## config.mk

```make
export PLATFORM = sky130hd
export DESIGN_NAME = oam_dma
export DESIGN_NICKNAME = d
export VERILOG_FILES = /design/src/rtl/oam_dma_pkg.sv /design/src/rtl/oam_dma.sv
export SDC_FILE = /design/constraint.sdc
export NUM_CORES = 1
export LEC_CHECK = 0
export ABC_AREA = 1
export CORE_ASPECT_RATIO = 1.25
export CORE_UTILIZATION = 35
export DETAILED_ROUTE_END_ITERATION = 8
export GPL_ROUTABILITY_DRIVEN = 0
export PLACE_DENSITY_LB_ADDON = 0.2
export RECOVER_POWER = 25
export SLEW_MARGIN = 10
export SYNTH_ARGS = -nofsm -noshare
export SYNTH_HDL_FRONTEND = slang
export SYNTH_SLANG_ARGS = --single-unit
```

## constraint.sdc

```tcl
create_clock -name clk -period 1.92 [get_ports clk]
set_clock_uncertainty 0.15 [all_clocks]
set_input_delay 0.288 -clock clk [delete_from_list [all_inputs] [get_ports clk]]
set_output_delay 0.288 -clock clk [all_outputs]
set_load 0.02 [all_outputs]
```

## src/rtl/oam_dma_pkg.sv

```systemverilog
// oam_dma_pkg: shared addresses, state encoding and source-page mapping for the OAM DMA block
package oam_dma_pkg;
   localparam logic [15:0] DMA_REG_ADDR = 16'hFF46;
   localparam logic [15:0] OAM_BASE     = 16'hFE00;
   localparam logic [15:0] HRAM_BASE    = 16'hFF80;
   localparam logic [7:0]  ECHO_BASE_HI = 8'hE0;
   typedef enum logic [1:0] {IDLE, START, XFER} state_t;
   // Pages E0-FF mirror work RAM at C0-DF
   function automatic logic [7:0] src_page(input logic [7:0] v);
      return (v < ECHO_BASE_HI) ? v : v - 8'h20;
   endfunction
endpackage

```

## src/rtl/oam_dma.sv

```systemverilog
// oam_dma: FF46 register and bus master copying one 160-byte page into OAM, one byte per M-cycle
module oam_dma
   import oam_dma_pkg::*;
#(
   parameter int BYTE_CLKS   = 4,
   parameter int XFER_LEN    = 160,
   parameter int START_DELAY = 4
) (
   input  logic        clk,
   input  logic        rst,
   input  logic [15:0] cpu_a,
   input  logic [7:0]  cpu_dout,
   input  logic        cpu_wr,
   input  logic        cpu_rd,
   output logic [7:0]  reg_dout,
   output logic [15:0] dma_a,
   output logic        dma_rd,
   output logic        dma_wr,
   output logic [7:0]  dma_dout,
   input  logic [7:0]  dma_din,
   output logic        active,
   output logic        cpu_grant
);
   localparam int PW = $clog2(BYTE_CLKS);
   localparam int CW = $clog2(START_DELAY) + 1;
   localparam logic [PW-1:0] HALF_LAST = PW'(BYTE_CLKS / 2 - 1);
   localparam logic [PW-1:0] LAST      = PW'(BYTE_CLKS - 1);
   localparam logic [7:0]    IDX_LAST  = 8'(XFER_LEN - 1);
   localparam logic [CW-1:0] CNT_INIT  = CW'(START_DELAY - 1);
   state_t          state;
   logic [7:0]      src_hi;
   logic [7:0]      idx;
   logic [PW-1:0]   phase;
   logic [CW-1:0]   cnt;
   logic            reg_wr;
   logic            unused_rd;
   assign reg_wr    = cpu_wr && cpu_a == DMA_REG_ADDR;
   assign cpu_grant = !active || cpu_a >= HRAM_BASE || cpu_a == DMA_REG_ADDR;
   // FF46 reads are served straight from reg_dout by the bus mux
   assign unused_rd = cpu_rd;
   always_ff @(posedge clk or negedge rst) begin
      if (!rst) begin
         state    <= IDLE;
         reg_dout <= 8'h00;
         src_hi   <= 8'h00;
         idx      <= 8'h00;
         phase    <= '0;
         cnt      <= '0;
         dma_a    <= 16'h0000;
         dma_rd   <= 1'b0;
         dma_wr   <= 1'b0;
         dma_dout <= 8'h00;
         active   <= 1'b0;
      end else if (reg_wr) begin
         reg_dout <= cpu_dout;
         src_hi   <= src_page(cpu_dout);
         state    <= START;
         cnt      <= CNT_INIT;
         active   <= 1'b1;
         dma_rd   <= 1'b0;
         dma_wr   <= 1'b0;
      end else begin
         case (state)
            START: begin
               if (cnt == '0) begin
                  state  <= XFER;
                  idx    <= 8'h00;
                  phase  <= '0;
                  dma_a  <= {src_hi, 8'h00};
                  dma_rd <= 1'b1;
               end else begin
                  cnt <= cnt - 1'b1;
               end
            end
            XFER: begin
               if (phase == HALF_LAST) dma_dout <= dma_din;
               if (phase == LAST) begin
                  phase <= '0;
                  if (idx == IDX_LAST) begin
                     state  <= IDLE;
                     idx    <= 8'h00;
                     active <= 1'b0;
                     dma_rd <= 1'b0;
                     dma_wr <= 1'b0;
                  end else begin
                     idx    <= idx + 8'd1;
                     dma_a  <= {src_hi, idx + 8'd1};
                     dma_rd <= 1'b1;
                     dma_wr <= 1'b0;
                  end
               end else begin
                  phase <= phase + 1'b1;
                  if (phase == HALF_LAST) begin
                     dma_a  <= OAM_BASE + {8'h00, idx};
                     dma_rd <= 1'b0;
                     dma_wr <= 1'b1;
                  end
               end
            end
            default: begin
               state  <= IDLE;
               active <= 1'b0;
               dma_rd <= 1'b0;
               dma_wr <= 1'b0;
            end
         endcase
      end
   end
endmodule

```

# After elaboration in Yosys (flattened, before gate mapping)
# Index checks and enable logic that the tools add are counted.
[word_totals]
elab_cells = 86
reg_bits = 58
input_bits = 36
[classes]
n_mux = 35
n_addsub = 5
bitwise = 1
n_eq_ne = 16
reduce_logical = 16
order_cmp = 2
[ops]
columns = ["cell", "count"]
rows = [
  ["2-to-1 mux 16 bit", 4],
  ["2-to-1 mux 8 bit", 4],
  ["case mux 16 bit (2 select lines)", 1],
  ["== test 16 bit (second input constant)", 1],
  [">= comparator 16 bit (second input constant)", 1],
  ["case mux 8 bit (2 select lines)", 1],
  ["inequality test 3 bit (second input constant)", 5],
  ["2-to-1 mux 2 bit", 6],
  ["AND reduction 3 bit", 4],
  ["adder 10 x 9 -> 11 bit (first input constant)", 1],
  ["2-to-1 mux 1 bit", 11],
  ["2-to-1 mux 3 bit", 3],
  ["adder 8 x 1 -> 8 bit (second input constant)", 1],
  ["== test 8 bit (second input constant)", 1],
  ["less-than comparator 8 bit (second input constant)", 1],
  ["inequality test 2 bit (second input constant)", 4],
  ["case mux 2 bit (2 select lines)", 2],
  ["subtractor 8 x 6 -> 8 bit (second input constant)", 1],
  ["case mux 1 bit (2 select lines)", 3],
  ["AND reduction 2 bit", 3],
  ["AND reduction 5 bit", 1],
  ["== test 2 x 1 -> 1 bit (second input constant)", 2],
  ["== test 2 bit (second input constant)", 2],
  ["inequality test 4 bit (second input constant)", 1],
  ["9 further kinds", 11],
]

# Longest topological paths before layout
# Gate-level depths: netlist (run 1).
[logic_depth]
word_depth = 5
mapped_depth = 11

# Worst setup path after synthesis (run 1)
# OpenSTA, ideal clock, no wires.
[synth_path]
path_type = "register -> register"
start = "reg state[0]"
end = "reg dma_a[13]"
n_path_buf = 2
arrival_time_ns = 1.406
stages_incl_launch_ff = 10
synth_period_minus_slack_ns = 1.672
t_required_ns = 1.654
path_slack_ns = 0.248
cell_sequence = "dfrtp_1 > inv_1 > ha_1 > buf_2 > nand2_2 > buf_4 > inv_1 > or2_2 > nand2_1 > nand2_1"
[synth_via]
elab_chain_cells = 3
word_cells_on_any_way = 8
[synth_rtl]
columns = ["item", "line", "text"]
rows = [
  ["start: declaration", "oam_dma.sv:30", "state_t state;"],
  ["start signal: assignment", "oam_dma.sv:43", "state <= IDLE;"],
  ["start signal: assignment", "oam_dma.sv:57", "state <= START;"],
  ["start signal: assignment", "oam_dma.sv:66", "state <= XFER;"],
  ["== test 2 bit / == test 2 x 1 -> 1 bit (equally long branches)", "oam_dma.sv:63", "case (state)"],
  ["inequality test 3 bit (no line), or another cell as far along", "n/a", ""],
  ["AND reduction 5 bit (no line)", "n/a", ""],
  ["end signal: assignment", "oam_dma.sv:69", "dma_a <= {src_hi, 8'h00};"],
  ["end signal: assignment", "oam_dma.sv:87", "dma_a <= {src_hi, idx + 8'd1};"],
  ["end signal: assignment", "oam_dma.sv:94", "dma_a <= OAM_BASE + {8'h00, idx};"],
  ["end: declaration", "oam_dma.sv:16", "output logic [15:0] dma_a,"],
]
# Parallel ways exist; a longest one is shown, timed or not.
# A chain may end at the register's enable or synchronous reset.

# Worst setup path in the final report (run 1)
[layout_path]
start = "reg idx[1]"
end = "reg dma_a[3]"
[layout_via]
elab_chain_cells = 4
word_cells_on_any_way = 9
[layout_rtl]
columns = ["item", "line", "text"]
rows = [
  ["start: declaration", "oam_dma.sv:32", "logic [7:0] idx;"],
  ["start signal: assignment", "oam_dma.sv:86", "idx <= idx + 8'd1;"],
  ["adder 10 x 9 -> 11 bit / adder 8 x 1 -> 8 bit (equally long branches)", "oam_dma.sv:94, oam_dma.sv:87", ""],
  ["2-to-1 mux 16 bit, on equally long branches", "oam_dma.sv:93, oam_dma.sv:79", ""],
  ["2-to-1 mux 16 bit", "oam_dma.sv:77", "if (phase == LAST) begin"],
  ["case mux 16 bit (2 select lines)", "oam_dma.sv:63", ""],
]
# Parallel ways exist; a longest one is shown, timed or not. The select of a mux whose other input is x is not followed.

==> metrics.txt, run 1 <==
final setup fails=0; Ports=72; async set-or-reset flop fraction in the synthesized netlist=100%; wire length per cell=11.1 µm; Antenna Cells=0; clock sinks=53; routed vias/inst=4.54; Synth Register Bits=53; WS Path Type=reg2reg; Min-Delay Path Class=reg2reg; # DRC=0; leakage=1.85 nW; Net count, final=477; top post-synthesis cells by area=dfrtp_1, nand2_1, o21ai_0; relative slew slack=33.9%; CTS root buffer=clkbuf_8; fin cells=526; CP Launch Type=register; DR iter-0 viols=116; Warnings, synthesis=0; sequential element share of the synthesized area=48.3%; Worst Tran Pin Value=0.991 ns; Achievable Freq=557 MHz; Slew Viols, Final=0; Mapped Area=2740 µm²; largest net degree at the start of global routing=38; Post-synth top flop=dfrtp_1; antenna violations before repair=0; max_cap viols=0; starting density of the core=36.6%; core area=7490 µm²; GRT Total Usage=16.4%; Core Rows=35; CTS max path bufs=2; H-tree depth=2; CP required=1.97 ns; unrepaired setup endpoints after global routing=true; crit-path max FO=16; first-pass GRT wire length=10500 µm; status=completed; die width=81.2 µm; setup ws final=0.123 ns; Vias=2388; PD cells=1200 nW/µm²; min-delay src=dma_a[9]; commonest non-fill, non-tap cells in the layout=nand2_1, clkdlybuf4s50_1, dfrtp_1; Synth cell types=28; Area growth, synth to finish=36.8%; mean area per synthesized cell=7.95 µm²; Worst Path Arrival=1.85 ns; top cell type's share of synthesized area=48.3%; share of cells above drive strength 1=12.7%; post-CTS setup repair buffer count=0; Chip Height=101 µm; Syn Inst Count=345; vias in the first global route=2404; Skew-Pair Late Insertion Delay=0.30 ns; CTS tree=done; DP Wirelength=4520 µm; FILL cells=733; CP startpoint=idx[1]; die area=8200 µm²; fin crit share=93.6%; post-synthesis net count=389; worst slack, placed=-0.305 ns; global route overflow=0; Post-synth EDFFs=0; worst vdd ir=0.598 mV; IO buf count=70; area of the multi-input gates=1150 µm²; antenna-violating nets left=0; register area=1330 µm²; most common cell after layout, fill and taps aside=nand2_1; Num CTS Buffers=5; CP endpoint kind=register; CTS clock-pin slew for the worst setup and hold paths=0.10 ns; FF-to-FF Start=idx[1]; # placed instances=517; Detailed Routing Iterations Pass 1=4; Final min period=1.80 ns; cell taking the most area after synthesis=dfrtp_1; Final Hold Viols=0; drt total wl=5830 µm
-- layout make-up --
class | instances | share of cell area (%)
clock buffers | 6 | 2.20
clock inverters | 2 | 0.367
inverters | 46 | 4.60
multi-input cells | 233 | 30.8
flip-flops and latches | 53 | 35.3
well taps | 92 | 3.07
repair buffers | 94 | 23.7
-- cells by family (layout without fill, tap and decap cells) --
group	count (synthesis)	in the layout	synth area share [%]
and+or+nand+nor	169	169	27.1
adders and majority gates	8	8	3.65
DFF	53	53	48.3
xor gates and xnor gates	4	4	1.28
AOI/OAI and AO/OA	52	52	9.94
buffers and inverters	59	148	9.67
-- sequential cells by signal (all words and copies together), names as in the netlist --
| register | flops |
|---|---|
| src_hi | 3 |
| dma_rd | 1 |
| active | 1 |
| idx | 8 |
| phase | 2 |
| dma_wr | 1 |
| dma_a | 16 |
| dma_dout | 8 |
| cnt | 3 |
| state | 2 |
| reg_dout | 8 |
-- path summary, 6_finish.rpt --
| check | to | slack [ns] | depth (start not counted) |
|---|---|---|---|
| worst max register to register | dma_a[3] | 0.12 | 9 |
| worst min register to register | dma_a[9] | 0.34 | 2 |
| min in group asynchronous | idx[7] | 0.51 | 2 |
| worst max-delay path | dma_a[3] | 0.12 | 9 |
| worst min-delay path | dma_a[9] | 0.34 | 2 |
| max in group asynchronous | reg_dout[4] | 0.26 | 3 |
-- synthesized netlist by cell type, types with 2 or more instances --
library cell  instances
buf_4                 7
nand3_1               8
nand2_1             115
nor2_1               25
ha_1                  8
o21ai_0              39
nor2_4                2
clkbuf_1              2
buf_2                 2
buf_6                 2
xor2_1                4
or2_2                 2
nor2_2                2
o22ai_1               2
nand2_2               7
inv_1                43
dfrtp_1              53
nand4_1               2
a21oi_1               7
nand3_2               3
inv_2                 3
-- metal layers --
| metal | GRT usage (%) | routed length [µm] | vias to the layer above |
|---|---|---|---|
| li1 | - | - | 1241 |
| met1 | 20.4 | 2660 | 1089 |
| met2 | 28.1 | 2880 | 48 |
| met3 | 3.44 | 186 | 10 |
| met4 | 4.67 | 98 | 0 |
| met5 | 0 | 0 | - |
-- power by group --
group / switching [mW] / internal [mW] / total [mW]
registers: 0.177 / 1.41 / 1.58
logic: 1.23 / 1.01 / 2.24
clock network: 0.374 / 0.293 / 0.667
total: 1.78 / 2.70 / 4.49
-- timing repair --
item,4_1_cts,5_1_grt
endpoints found under the hold margin,16,0
endpoints found under the setup margin,1,9
hold buffers,1,0
resized for setup,3,2
-- critical path, cell delays in order, from the launching register on --
cell and delay [ns]:
dfrtp_1 0.43, ha_1 0.23, nand2_2 0.11, nor2_4 0.06, nand2_2 0.12, nand2_2 0.06, nand2_2 0.07, nand4_4 0.25
nand2_1 0.15, nand2_1 0.06
-- stage by stage --
stage / setup TNS, ns / hold slack (ns) / instance area [µm²] / power (mW) / util (%)
3_5_place_dp: -3.30 / 0.105 / 3660 / 3.87 / 48.9
6_report: 0 / 0.336 / 3750 / 4.49 / 50.1
4_1_cts: 0 / 0.315 / 3770 / 4.55 / 50.3
5_1_grt: -0.0299 / 0.358 / 3750 / 4.86 / 50.1
2_1_floorplan: 0 / -0.158 / 2740 / 2.88 / -
3_3_place_gp: -2.33 / 0.108 / 3660 / 3.84 / 48.9
Note: power is estimated with default switching activity, not from simulation.
==> run 2, diff against run 1 <==
- CORE_MARGIN: default -> 1
- MAX_ROUTING_LAYER: default -> met4
==> metrics.txt, run 2 (synthesis gave the netlist of run 1 again) <==
Net count, final=477; Core Rows=35; antenna-violating nets left=0; Skew-Pair Late Insertion Delay=0.30 ns; antenna violations before repair=0; vias in the first global route=2407; leakage=1.85 nW; setup ws final=0.123 ns; Area growth, synth to finish=36.8%; drt total wl=5820 µm; WS Path Type=reg2reg; worst r2r path cells=9; CP endpoint kind=register; CTS tree=done; CTS max path bufs=2; Worst Path Arrival=1.85 ns; fin crit share=93.6%; GRT Total Usage=16.8%; Worst Hold Depth=2; CTS clock-pin slew for the worst setup and hold paths=0.10 ns; FF-to-FF setup slack=0.12 ns; RR Endpoint=dma_a[3]; Final Hold Viols=0; Slew Viols, Final=0; most common cell after layout, fill and taps aside=nand2_1; H-tree depth=2; fin cells=526; crit-path max FO=16; routed vias/inst=4.55; relative slew slack=33.9%; Ports=72; PD cells=1200 nW/µm²; hold slack=0.336 ns; Min-Delay Path Class=reg2reg; min-delay src=dma_a[9]; commonest non-fill, non-tap cells in the layout=nand2_1, clkdlybuf4s50_1, dfrtp_1; clock sinks=53; core area=7490 µm²; FF-to-FF Start=idx[1]; Antenna Cells=0; final setup fails=0; most flop-heavy register=dma_a; unrepaired setup endpoints after global routing=true; status=completed; CTS root buffer=clkbuf_8; CP Launch Type=register; IO buf count=70; die width=81.2 µm; Vias=2392; Worst Tran Pin Value=0.991 ns; max_cap viols=0; post-CTS setup repair buffer count=0; worst vdd ir=0.598 mV; max reg flops=16; global route overflow=0; # DRC=0; # placed instances=517; share of cells above drive strength 1=12.7%; Achievable Freq=557 MHz; Final min period=1.80 ns; largest net degree at the start of global routing=38; die area=8200 µm²; wire length per cell=11.1 µm; Detailed Routing Iterations Pass 1=4; first-pass GRT wire length=10500 µm; starting density of the core=36.6%; CP required=1.97 ns; Hold Path Sink=dma_a[9]; DP Wirelength=4520 µm; Chip Height=101 µm; worst slack, placed=-0.305 ns; DR iter-0 viols=113; Num CTS Buffers=5
[run 2: power by group]
group / internal [mW] / total, mW / switching, mW
sequential: 1.41 / 1.58 / 0.177
combinational: 1.01 / 2.24 / 1.23
clock: 0.293 / 0.667 / 0.374
[run 2: worst max path at each step]
stage,cells past startpoint,slack (ns),from,end
after floorplan,9,0.25,state[0],dma_a[13]
after global placement,8,-0.27,cpu_a[14],cpu_grant
after detailed placement,8,-0.31,cpu_a[13],cpu_grant
after CTS,8,0.04,cpu_a[13],cpu_grant
after global routing,9,-0.01,state[0],dma_a[1]
final,9,0.12,idx[1],dma_a[3]
[run 2: through the flow]
stage / utilization (%) / power (mW) / cell area (µm²) / setup TNS, ns
2_1_floorplan: - / 2.88 / 2740 / 0
3_3_place_gp: 48.9 / 3.84 / 3660 / -2.33
3_5_place_dp: 48.9 / 3.87 / 3660 / -3.30
4_1_cts: 50.3 / 4.55 / 3770 / 0
5_1_grt: 50.1 / 4.86 / 3750 / -0.0299
6_report: 50.1 / 4.49 / 3750 / 0
[run 2: timing repair]
item / 4_1_cts / 5_1_grt
hold endpoints to repair: 16 / 0
resized for setup: 3 / 2
endpoints found under the setup margin: 1 / 9
hold buffers: 1 / 0
[run 2: worst max-delay path, cell delays in order (launching register included)]
cell and delay [ns]:
dfrtp_1 0.43, ha_1 0.23, nand2_2 0.11, nor2_4 0.06, nand2_2 0.12, nand2_2 0.06
nand2_2 0.07, nand4_4 0.25, nand2_1 0.15, nand2_1 0.06
[run 2: final cells by class]
type	instances	area [µm²]
Fill cell	733	3730
Sequential cell	53	1330
Multi-Input combinational cell	233	1150
Timing Repair Buffer	94	888
Inverter	46	173
Tap cell	92	115
Clock buffer	6	82.6
Clock inverter	2	13.8
[run 2: routing by layer]
layer	up-vias	GRT usage, %	share of wire, %
met4	0	4.67	1.5
met2	48	28.1	50
met1	1092	20.6	46
li1	1241	-	-
met3	11	3.26	3.1
met5	-	-	0
==> run 3, diff against run 2 <==
- CORE_UTILIZATION: 35 -> 49
- HOLD_SLACK_MARGIN: default -> 0.1
==> metrics.txt, run 3 (synthesis gave the netlist of run 1 again) <==
CTS tree=done; final setup fails=0; Min-Delay Path Class=reg2reg; unrepaired setup endpoints after global routing=false; Worst Tran Pin Value=0.966 ns; CP Launch Type=primary input; CP endpoint kind=primary output; DR iter-0 viols=135; Chip Height=85.7 µm; Clock Power Share=16.8%; fin crit share=92.4%; die area=5900 µm²; vias in the first global route=2278; Area growth, synth to finish=34.7%; die width=68.9 µm; sequential power share=35.0%; CTS clock-pin slew for the worst setup and hold paths=0.10 ns; Final Hold Viols=0; Hold Path Sink=dma_a[13]; wire length per cell=11.3 µm; Net count, final=472; CP required=1.48 ns; Final min period=1.77 ns; antenna violations before repair=0; setup ws final=0.145 ns; net switching power=1.75 mW; Vias=2424; Worst Path Arrival=1.34 ns; Core Rows=30; antenna-violating nets left=0; Num CTS Buffers=5; WS Path Type=in2out; H-tree depth=2; RR Endpoint=dma_a[6]; PD cells=1220 nW/µm²; combinational share of power=48.3%; # placed instances=482; commonest non-fill, non-tap cells in the layout=nand2_1, clkdlybuf4s50_1, dfrtp_1; CTS root buffer=clkbuf_8; # DRC=0; FF-to-FF Start=phase[0]; most common cell after layout, fill and taps aside=nand2_1; largest net degree at the start of global routing=37; Skew-Pair Late Insertion Delay=0.31 ns; Detailed Routing Iterations Pass 1=4; first-pass GRT wire length=9380 µm; max reg flops=16; IO buf count=70; starting density of the core=50.8%; global route overflow=0; Worst Hold Depth=2; min-delay src=dma_a[13]; sw frac=38.9%; Ports=72; Achievable Freq=563 MHz; worst slack, placed=-0.291 ns; relative slew slack=35.6%; drt total wl=5560 µm; status=completed; routed vias/inst=4.92; DP Wirelength=4250 µm; fin cells=493; most flop-heavy register=dma_a; worst vdd ir=0.679 mV; Int Power=2.76 mW; Slew Viols, Final=0; leakage=1.83 nW; crit-path max FO=2; Tot Pwr=4.51 mW; worst r2r path cells=10; clock sinks=53; CTS max path bufs=2; FF-to-FF setup slack=0.17 ns; max_cap viols=0; Antenna Cells=0; share of cells above drive strength 1=11.7%; GRT Total Usage=21.3%; core area=5410 µm²
## run 3: changes by cell type in the layout (fill, tap and decap cells not counted)
cell	change
buf_2	-1
bufinv_16	+1
inv_6	+1
ha_2	+1
buf_4	-5
clkbuf_2	+1
ha_1	-1
nor2_2	-1
clkbuf_8	-1
clkinv_4	-1
nor2_1	+1
## run 3: worst max-delay path by stage
stage                     startpoint         to  slack [ns]  cells after the start
after floorplan             state[0]  dma_a[13]        0.25                      9
after global placement     cpu_a[14]  cpu_grant       -0.27                      8
after detailed placement    cpu_a[6]  cpu_grant       -0.29                      8
after CTS                   cpu_a[6]  cpu_grant       0.006                      8
after global routing          idx[1]   state[1]       0.004                      9
final                       cpu_a[6]  cpu_grant        0.15                      8
## run 3: cell type report
class	instances	area [µm²]
clock inverter	3	43.8
fill	465	1710
clock buffer	5	68.8
sequential	53	1330
tap	64	80.1
timing repair buffer	89	851
inverter	46	173
multi-input combinational	233	1150
## run 3: through the flow
step / instance area, µm² / TNS (ns) / hold slack [ns] / utilization (%)
global route: 3700 / 0 / 0.356 / 68.4
global placement: 3570 / -2.07 / 0.0982 / 66.1
floorplan: 2740 / 0 / -0.158 / -
CTS: 3690 / 0 / 0.293 / 68.4
finish: 3700 / 0 / 0.333 / 68.4
detailed placement: 3570 / -2.82 / 0.0972 / 66.1
## run 3: layer usage
| metal | share of wire (%) | GRT usage, % |
|---|---|---|
| met5 | 0 | - |
| met1 | 44 | 23.2 |
| met4 | 1.2 | 6.49 |
| met3 | 3.5 | 4.39 |
| met2 | 52 | 37.5 |
## run 3: power by group through the flow
| stage | sequential, mW | combinational, mW | clock (mW) |
|---|---|---|---|
| 6_report | 1.58 | 2.18 | 0.757 |
| 3_3_place_gp | 1.59 | 2.13 | 0 |
| 5_1_grt | 1.62 | 2.40 | 0.826 |
| 2_1_floorplan | 1.86 | 1.02 | 0 |
| 3_5_place_dp | 1.60 | 2.17 | 0 |
| 4_1_cts | 1.58 | 2.17 | 0.787 |
## run 3: worst max-delay path: stages
cell and delay (ns):
clkdlybuf4s50_1 0.46, inv_1 0.04, nor2_1 0.07, nand2_1 0.07, nor2_2 0.11, nand2_1 0.06, nand3_1 0.07, clkbuf_2 0.17
## run 3: what timing repair did
action                                  4_1_cts  5_1_grt
gates cloned                                  0        0
endpoints found under the setup margin        1        2
resized for setup                             2        2
hold buffers                                  1        0
pin swaps                                     0        1
setup buffers                                 0        2
hold endpoints to repair                     17        0
